<file path="src/rtl/input_ctrl_pkg.sv">
// Shared types and default opcodes for the operand sequencer.
package input_ctrl_pkg;

  typedef enum logic [1:0] {IDLE, LOAD, CHECK, ISSUE} state_t;

  typedef enum logic [1:0] {ERR_NONE, ERR_SQRT_NEG, ERR_DIV_ZERO, ERR_TIMEOUT} err_code_t;

  localparam logic [1:0] DIV_OPCODE_DEFAULT  = 2'b00;
  localparam logic [1:0] SQRT_OPCODE_DEFAULT = 2'b01;

endpackage

</file>
<file path="src/rtl/sign_mag_converter.sv">
// Two's-complement to sign-magnitude; the most negative value maps to mag 2^(WL-1).
module sign_mag_converter #(
  parameter int unsigned WORD_LENGTH = 8
) (
  input  logic [WORD_LENGTH-1:0] data,
  output logic [WORD_LENGTH-1:0] mag,
  output logic                   sign
);

  assign sign = data[WORD_LENGTH-1];
  assign mag  = sign ? WORD_LENGTH'(-data) : data;

endmodule

</file>
<file path="src/rtl/operand_sequencer.sv">
// Operand-entry controller: opcode capture, operand collection, legality check and
// valid/ready start handshake towards the arithmetic datapath.
module operand_sequencer
  import input_ctrl_pkg::*;
#(
  parameter int unsigned WORD_LENGTH    = 8,
  parameter int unsigned NUM_OPERANDS   = 2,
  parameter int unsigned TIMEOUT_CYCLES = 1023,
  parameter logic [1:0]  DIV_OPCODE     = DIV_OPCODE_DEFAULT,
  parameter logic [1:0]  SQRT_OPCODE    = SQRT_OPCODE_DEFAULT
) (
  input  logic                                clk,
  input  logic                                rst,
  input  logic [WORD_LENGTH-1:0]              data,
  input  logic [1:0]                          opCode,
  input  logic                                start,
  input  logic                                load,
  input  logic                                abort,
  input  logic                                ready_in,
  output logic [NUM_OPERANDS*WORD_LENGTH-1:0] operands_out,
  output logic [NUM_OPERANDS-1:0]             signs_out,
  output logic [1:0]                          opCode_R_out,
  output logic [NUM_OPERANDS-1:0]             load_mask_out,
  output logic                                start_out,
  output logic                                busy,
  output logic                                error,
  output logic [1:0]                          error_code
);

  localparam int unsigned IDX_W = (NUM_OPERANDS > 1) ? $clog2(NUM_OPERANDS) : 1;
  localparam int unsigned TMR_W = (TIMEOUT_CYCLES > 0) ? $clog2(TIMEOUT_CYCLES + 1) : 1;
  localparam logic [IDX_W-1:0] IDX_LAST = IDX_W'(NUM_OPERANDS - 1);
  localparam logic [TMR_W-1:0] TMR_LAST = TMR_W'((TIMEOUT_CYCLES > 0) ? TIMEOUT_CYCLES - 1 : 0);

  state_t                  state_q, state_d;
  err_code_t               err_q, err_d;
  logic [IDX_W-1:0]        idx_q, idx_d;
  logic [IDX_W-1:0]        last_q, last_d;
  logic [TMR_W-1:0]        timer_q, timer_d;
  logic [1:0]              opcode_q, opcode_d;
  logic                    start_q, load_q;
  logic                    start_edge, load_edge;
  logic [WORD_LENGTH-1:0]  conv_mag;
  logic                    conv_sign;
  logic                    div_zero;
  logic [NUM_OPERANDS-1:0] mask_c;

  sign_mag_converter #(.WORD_LENGTH(WORD_LENGTH)) u_conv (
    .data (data),
    .mag  (conv_mag),
    .sign (conv_sign)
  );

  assign start_edge    = start & ~start_q;
  assign load_edge     = load & ~load_q;
  assign load_mask_out = mask_c;
  assign opCode_R_out  = opcode_q;
  assign error_code    = err_q;

  // Divide-by-zero only exists when there is a divisor slot
  if (NUM_OPERANDS >= 2) begin : g_div
    assign div_zero = (operands_out[WORD_LENGTH +: WORD_LENGTH] == '0);
  end else begin : g_no_div
    assign div_zero = 1'b0;
  end

  always_comb begin
    state_d  = state_q;
    err_d    = err_q;
    idx_d    = idx_q;
    last_d   = last_q;
    timer_d  = timer_q;
    opcode_d = opcode_q;
    mask_c   = '0;
    if (abort) begin
      state_d = IDLE;
    end else begin
      case (state_q)
        IDLE: begin
          if (start_edge) begin
            opcode_d = opCode;
            err_d    = ERR_NONE;
            last_d   = (opCode == SQRT_OPCODE) ? '0 : IDX_LAST;
            idx_d    = '0;
            timer_d  = '0;
            state_d  = LOAD;
          end
        end
        LOAD: begin
          if (load_edge) begin
            for (int unsigned k = 0; k < NUM_OPERANDS; k++) begin
              if (idx_q == IDX_W'(k)) mask_c[k] = 1'b1;
            end
            timer_d = '0;
            if (idx_q == last_q) state_d = CHECK;
            else                 idx_d   = idx_q + 1'b1;
          end else begin
            timer_d = timer_q + 1'b1;
            if ((TIMEOUT_CYCLES != 0) && (timer_q == TMR_LAST)) begin
              state_d = IDLE;
              err_d   = ERR_TIMEOUT;
            end
          end
        end
        CHECK: begin
          if ((opcode_q == SQRT_OPCODE) && signs_out[0]) begin
            err_d   = ERR_SQRT_NEG;
            state_d = IDLE;
          end else if ((opcode_q == DIV_OPCODE) && div_zero) begin
            err_d   = ERR_DIV_ZERO;
            state_d = IDLE;
          end else begin
            state_d = ISSUE;
          end
        end
        ISSUE: begin
          if (ready_in) state_d = IDLE;
        end
        default: state_d = IDLE;
      endcase
    end
  end

  // Control registers; status outputs are registered from next-state values
  always_ff @(posedge clk or posedge rst) begin
    if (rst) begin
      state_q   <= IDLE;
      err_q     <= ERR_NONE;
      idx_q     <= '0;
      last_q    <= '0;
      timer_q   <= '0;
      opcode_q  <= '0;
      start_q   <= 1'b0;
      load_q    <= 1'b0;
      start_out <= 1'b0;
      busy      <= 1'b0;
      error     <= 1'b0;
    end else begin
      state_q   <= state_d;
      err_q     <= err_d;
      idx_q     <= idx_d;
      last_q    <= last_d;
      timer_q   <= timer_d;
      opcode_q  <= opcode_d;
      start_q   <= start;
      load_q    <= load;
      start_out <= (state_d == ISSUE);
      busy      <= (state_d != IDLE);
      error     <= (err_d != ERR_NONE);
    end
  end

  // Operand slots; unwritten slots keep their previous contents
  always_ff @(posedge clk or posedge rst) begin
    if (rst) begin
      operands_out <= '0;
      signs_out    <= '0;
    end else begin
      for (int unsigned k = 0; k < NUM_OPERANDS; k++) begin
        if (mask_c[k]) begin
          operands_out[k*WORD_LENGTH +: WORD_LENGTH] <= conv_mag;
          signs_out[k]                               <= conv_sign;
        end
      end
    end
  end

endmodule
</file>
<file path="config.mk">
export PLATFORM = sky130hd
export DESIGN_NAME = operand_sequencer
export DESIGN_NICKNAME = d
export VERILOG_FILES = /design/src/rtl/input_ctrl_pkg.sv /design/src/rtl/sign_mag_converter.sv /design/src/rtl/operand_sequencer.sv
export SDC_FILE = /design/constraint.sdc
export NUM_CORES = 1
export LEC_CHECK = 0
export ABC_AREA = 0
export CORE_MARGIN = 3
export CORE_UTILIZATION = 45
export DETAILED_ROUTE_END_ITERATION = 10
export PLACE_DENSITY = 0.82
export SYNTH_ARGS = -nofsm -noshare
export SYNTH_HDL_FRONTEND = slang
export SYNTH_HIERARCHICAL = 1
export SYNTH_SLANG_ARGS = --single-unit
</file>
<file path="constraint.sdc">
create_clock -name clk -period 2.74 [get_ports clk]
set_input_delay 0.822 -clock clk [delete_from_list [all_inputs] [get_ports clk]]
set_output_delay 0.822 -clock clk [all_outputs]
set_load 0.1 [all_outputs]
</file>
==> impl_metrics.tcl <==
set metrics [dict create \
    first_pass_iters 4 \
    cp_num_buf_inv 3 \
    drt_iter0_drc 87 \
    ys.flop_type "dfrtp_1" \
    syn_nets 199 \
    core_sq_um 4380 \
    ant_nets 0 \
    required_ns 1.92 \
    rsz0062_at_grt "no" \
    clockPowerShare 0.261 \
    cts_max_level 2 \
    clk_pin_slew_ns 0.08 \
    dp_hpwl_microns 3170 \
    seqPwrFrac 0.343 \
    num_io_pins 43 \
    p_int_mw 1.28 \
    netlist_area_sq_um 2070 \
    layout.cells.non_filler 294 \
    crit_family "buffers and inverters" \
    syn2layout_area_growth_pct 34.0 \
    clockRootBuffer "clkbuf_8" \
    tritoncts "yes" \
    criticalPathCategory "in -> out" \
    hold_viol_final 0 \
    crit_chain "clkdlybuf4s15_1 > nor3b_4 > nor3b_4 > buf_4 > buf_12" \
    routed_wl_microns 4490 \
    cpMostUsedCell "nor3b_4" \
    ys_seq_area_frac 0.496 \
    grt_max_degree 42 \
    hold_class "reg -> reg" \
    period_share 0.984 \
    post-route-util 0.632 \
    crit_slowest_cell "nor3b_4" \
    nets 260 \
    avgRoutedWirePerCell_microns 15.3 \
    synth-seq-cells 41 \
    viasPerCell 5.46 \
    p_sw_frac 0.423 \
    grt_pass1_vias 1560 \
    fmax_mhz 371 \
    antenna_cells 0 \
    io_buffers 42 \
    ys_async_sr_fraction 1.00 \
    max_slew_margin 0.652 \
    numCtsBuffers 5 \
    peakVddDrop_mv 0.537 \
    synth_cell_type_count 47 \
    max_stage_delay_ns 0.25 \
    drive_gt1_frac 0.368 \
    power.switching_mw 0.939 \
    clock_path_buffers 2 \
    worst_pin_slew_ns 0.522 \
    fin_crit_ns 2.70 \
    grt_usage 0.178 \
    die_w_microns 73.8 \
    p_comb_frac 0.396 \
    die_area_sq_um 5450 \
    synth-edff-count 0 \
    status "complete, no violations" \
    grt_pass1_wl_microns 7250 \
    crit_start "abort" \
    maxSlewViolCount 0 \
    vias 1605 \
    fin_worst_skew_ns 0.00650 \
    dieHeight_microns 73.8 \
    p_leak_nw 1.31 \
    ctsHoldBuffers 0 \
    endpoint_kind "output pin" \
    synth_top_area_share 0.496 \
    grt.overflow.total 0 \
    reg2reg_from "load_q$_DFF_PP0_" \
    avgSynthCellArea_sq_um 11.5 \
    max_cap_violations 0 \
    synth_area_leader_cell "dfrtp_1" \
    finalPower_mw 2.22 \
    critPathLaunchType "primary input" \
    synth-warning-count 6 \
    clock_latency_ns 0.30 \
    antenna_found_initial 0 \
    drc 0 \
    synthCells 180 \
    pre_cts_ws_ns -0.272 \
    fin_ws_ns 0.0448 \
    powerDensity_nw_per_um2 800 \
    cts_num_sinks 41 \
    final-setup-viol-count 0 \
    worst_ep_arrival_time_ns 1.87 \
    min-delay-start "operands_out[2]$_DFFE_PP0P_" \
    initial_utilization 0.472 \
    worstPathMaxFanout 2 \
    finalWeightedCongestion 0.807 \
    synthTopCellsByArea "dfrtp_1 (50%), mux2_2 (12%), o21ai_0 (2.7%)" \
    rows 24 \
    dp.cells 279 \
]
-- state kept, by name (all words and copies together) (netlist names) --
| signal | cells |
|---|---|
| operands_out | 16 |
| timer_q | 10 |
| error_code | 2 |
| opCode_R_out | 2 |
| signs_out | 2 |
| state_q | 2 |
| busy | 1 |
| error | 1 |
| idx_q | 1 |
| last_q | 1 |
| load_q | 1 |
| start_out | 1 |
| start_q | 1 |
-- metrics by stage --
step	instance area, sq um	TNS [ns]	hold slack (ns)
after floorplan	2080	0	0.493
after global placement	2570	-0.360	0.493
after detailed placement	2570	-0.449	0.499
after CTS	2760	0	0.518
after global routing	2770	0	0.528
final	2770	0	0.514
-- area by class of cell --
class                           count  area (sq um)
Fill cell                         357          1610
Sequential cell                    41          1030
Multi-Input combinational cell    125          1000
Timing Repair Buffer               60           512
Clock buffer                        5          68.8
Clock inverter                      3          65.1
Tap cell                           52          65.1
Inverter                            8          33.8
-- power groups by stage --
stage	Combinational, mW	Clock, mW	Sequential (mW)
global placement	0.859	0	0.768
finish	0.877	0.580	0.761
floorplan	0.183	0	1.25
detailed placement	0.870	0	0.770
CTS	0.878	0.590	0.759
global route	0.913	0.610	0.772
-- per-layer routing --
layer	global-route usage	wire, microns
met5	0	0
met4	0.0885	110
met3	0.0506	277
met2	0.281	2180
met1	0.221	1920
-- worst paths after layout --
path / cells past startpoint / slack, ns / endpoint
setup / recovery: 5 / 0.04 / load_mask_out[0]
hold / removal: 1 / 0.51 / operands_out[2]$_DFFE_PP0P_
setup reg to reg: 12 / 0.49 / state_q[0]$_DFF_PP0_
hold reg to reg: 1 / 0.51 / operands_out[2]$_DFFE_PP0P_
max in group asynchronous: 3 / 1.44 / error_code[1]$_DFF_PP0_
min in group asynchronous: 3 / 0.95 / timer_q[3]$_DFFE_PP0P_
-- cells in the mapped netlist, drive strengths merged (2+ instances only) --
cell type and n:
o21ai 13, nor3 3, xnor2 5, nand4 2
ha 3, or4 3, or3 6, a31oi 2
nor3b 3, nand2 13, xor2 4, mux2 22
buf 6, nor4 2, nand2b 6, and2 3
nor2 7, and3 2, o31ai 2, nand3 4
a21oi 6, inv 8, dfrtp 41
-- kinds of logic after synthesis --
group / Yosys count / share of synthesized area
buffers and inverters: 14 / 0.0326
xor gates and xnor gates: 9 / 0.0381
AOI/OAI and AO/OA: 32 / 0.113
muxes: 22 / 0.120
adders and majority gates: 3 / 0.0181
and+or+nand+nor: 59 / 0.183
DFF: 41 / 0.496
-- timing repair --
item / 4_1_cts / 5_1_grt
setup buffers: 7 / 0
endpoints found under the setup margin: 2 / 2
endpoints found under the hold margin: 0 / 0
pin swaps: 2 / 1
gates resized for setup: 4 / 2
-- cell usage in the layout, fill, tap and decap left out, drive strengths merged, types with 2 or more instances in the layout --
master         count
nand3              4
buf               45
o21ai             13
a31oi              2
dfrtp             41
and3               2
and2               3
nand2b             6
nand2             13
xnor2              5
or4                3
nor4               2
ha                 3
clkdlybuf4s50     13
nor3               3
clkbuf             5
xor2               4
or3                6
o31ai              2
nand4              2
inv                7
bufinv             2
mux2              22
nor3b              3
nor2               7
a21oi              6
No activity file was read; power rests on OpenSTA's default activity.
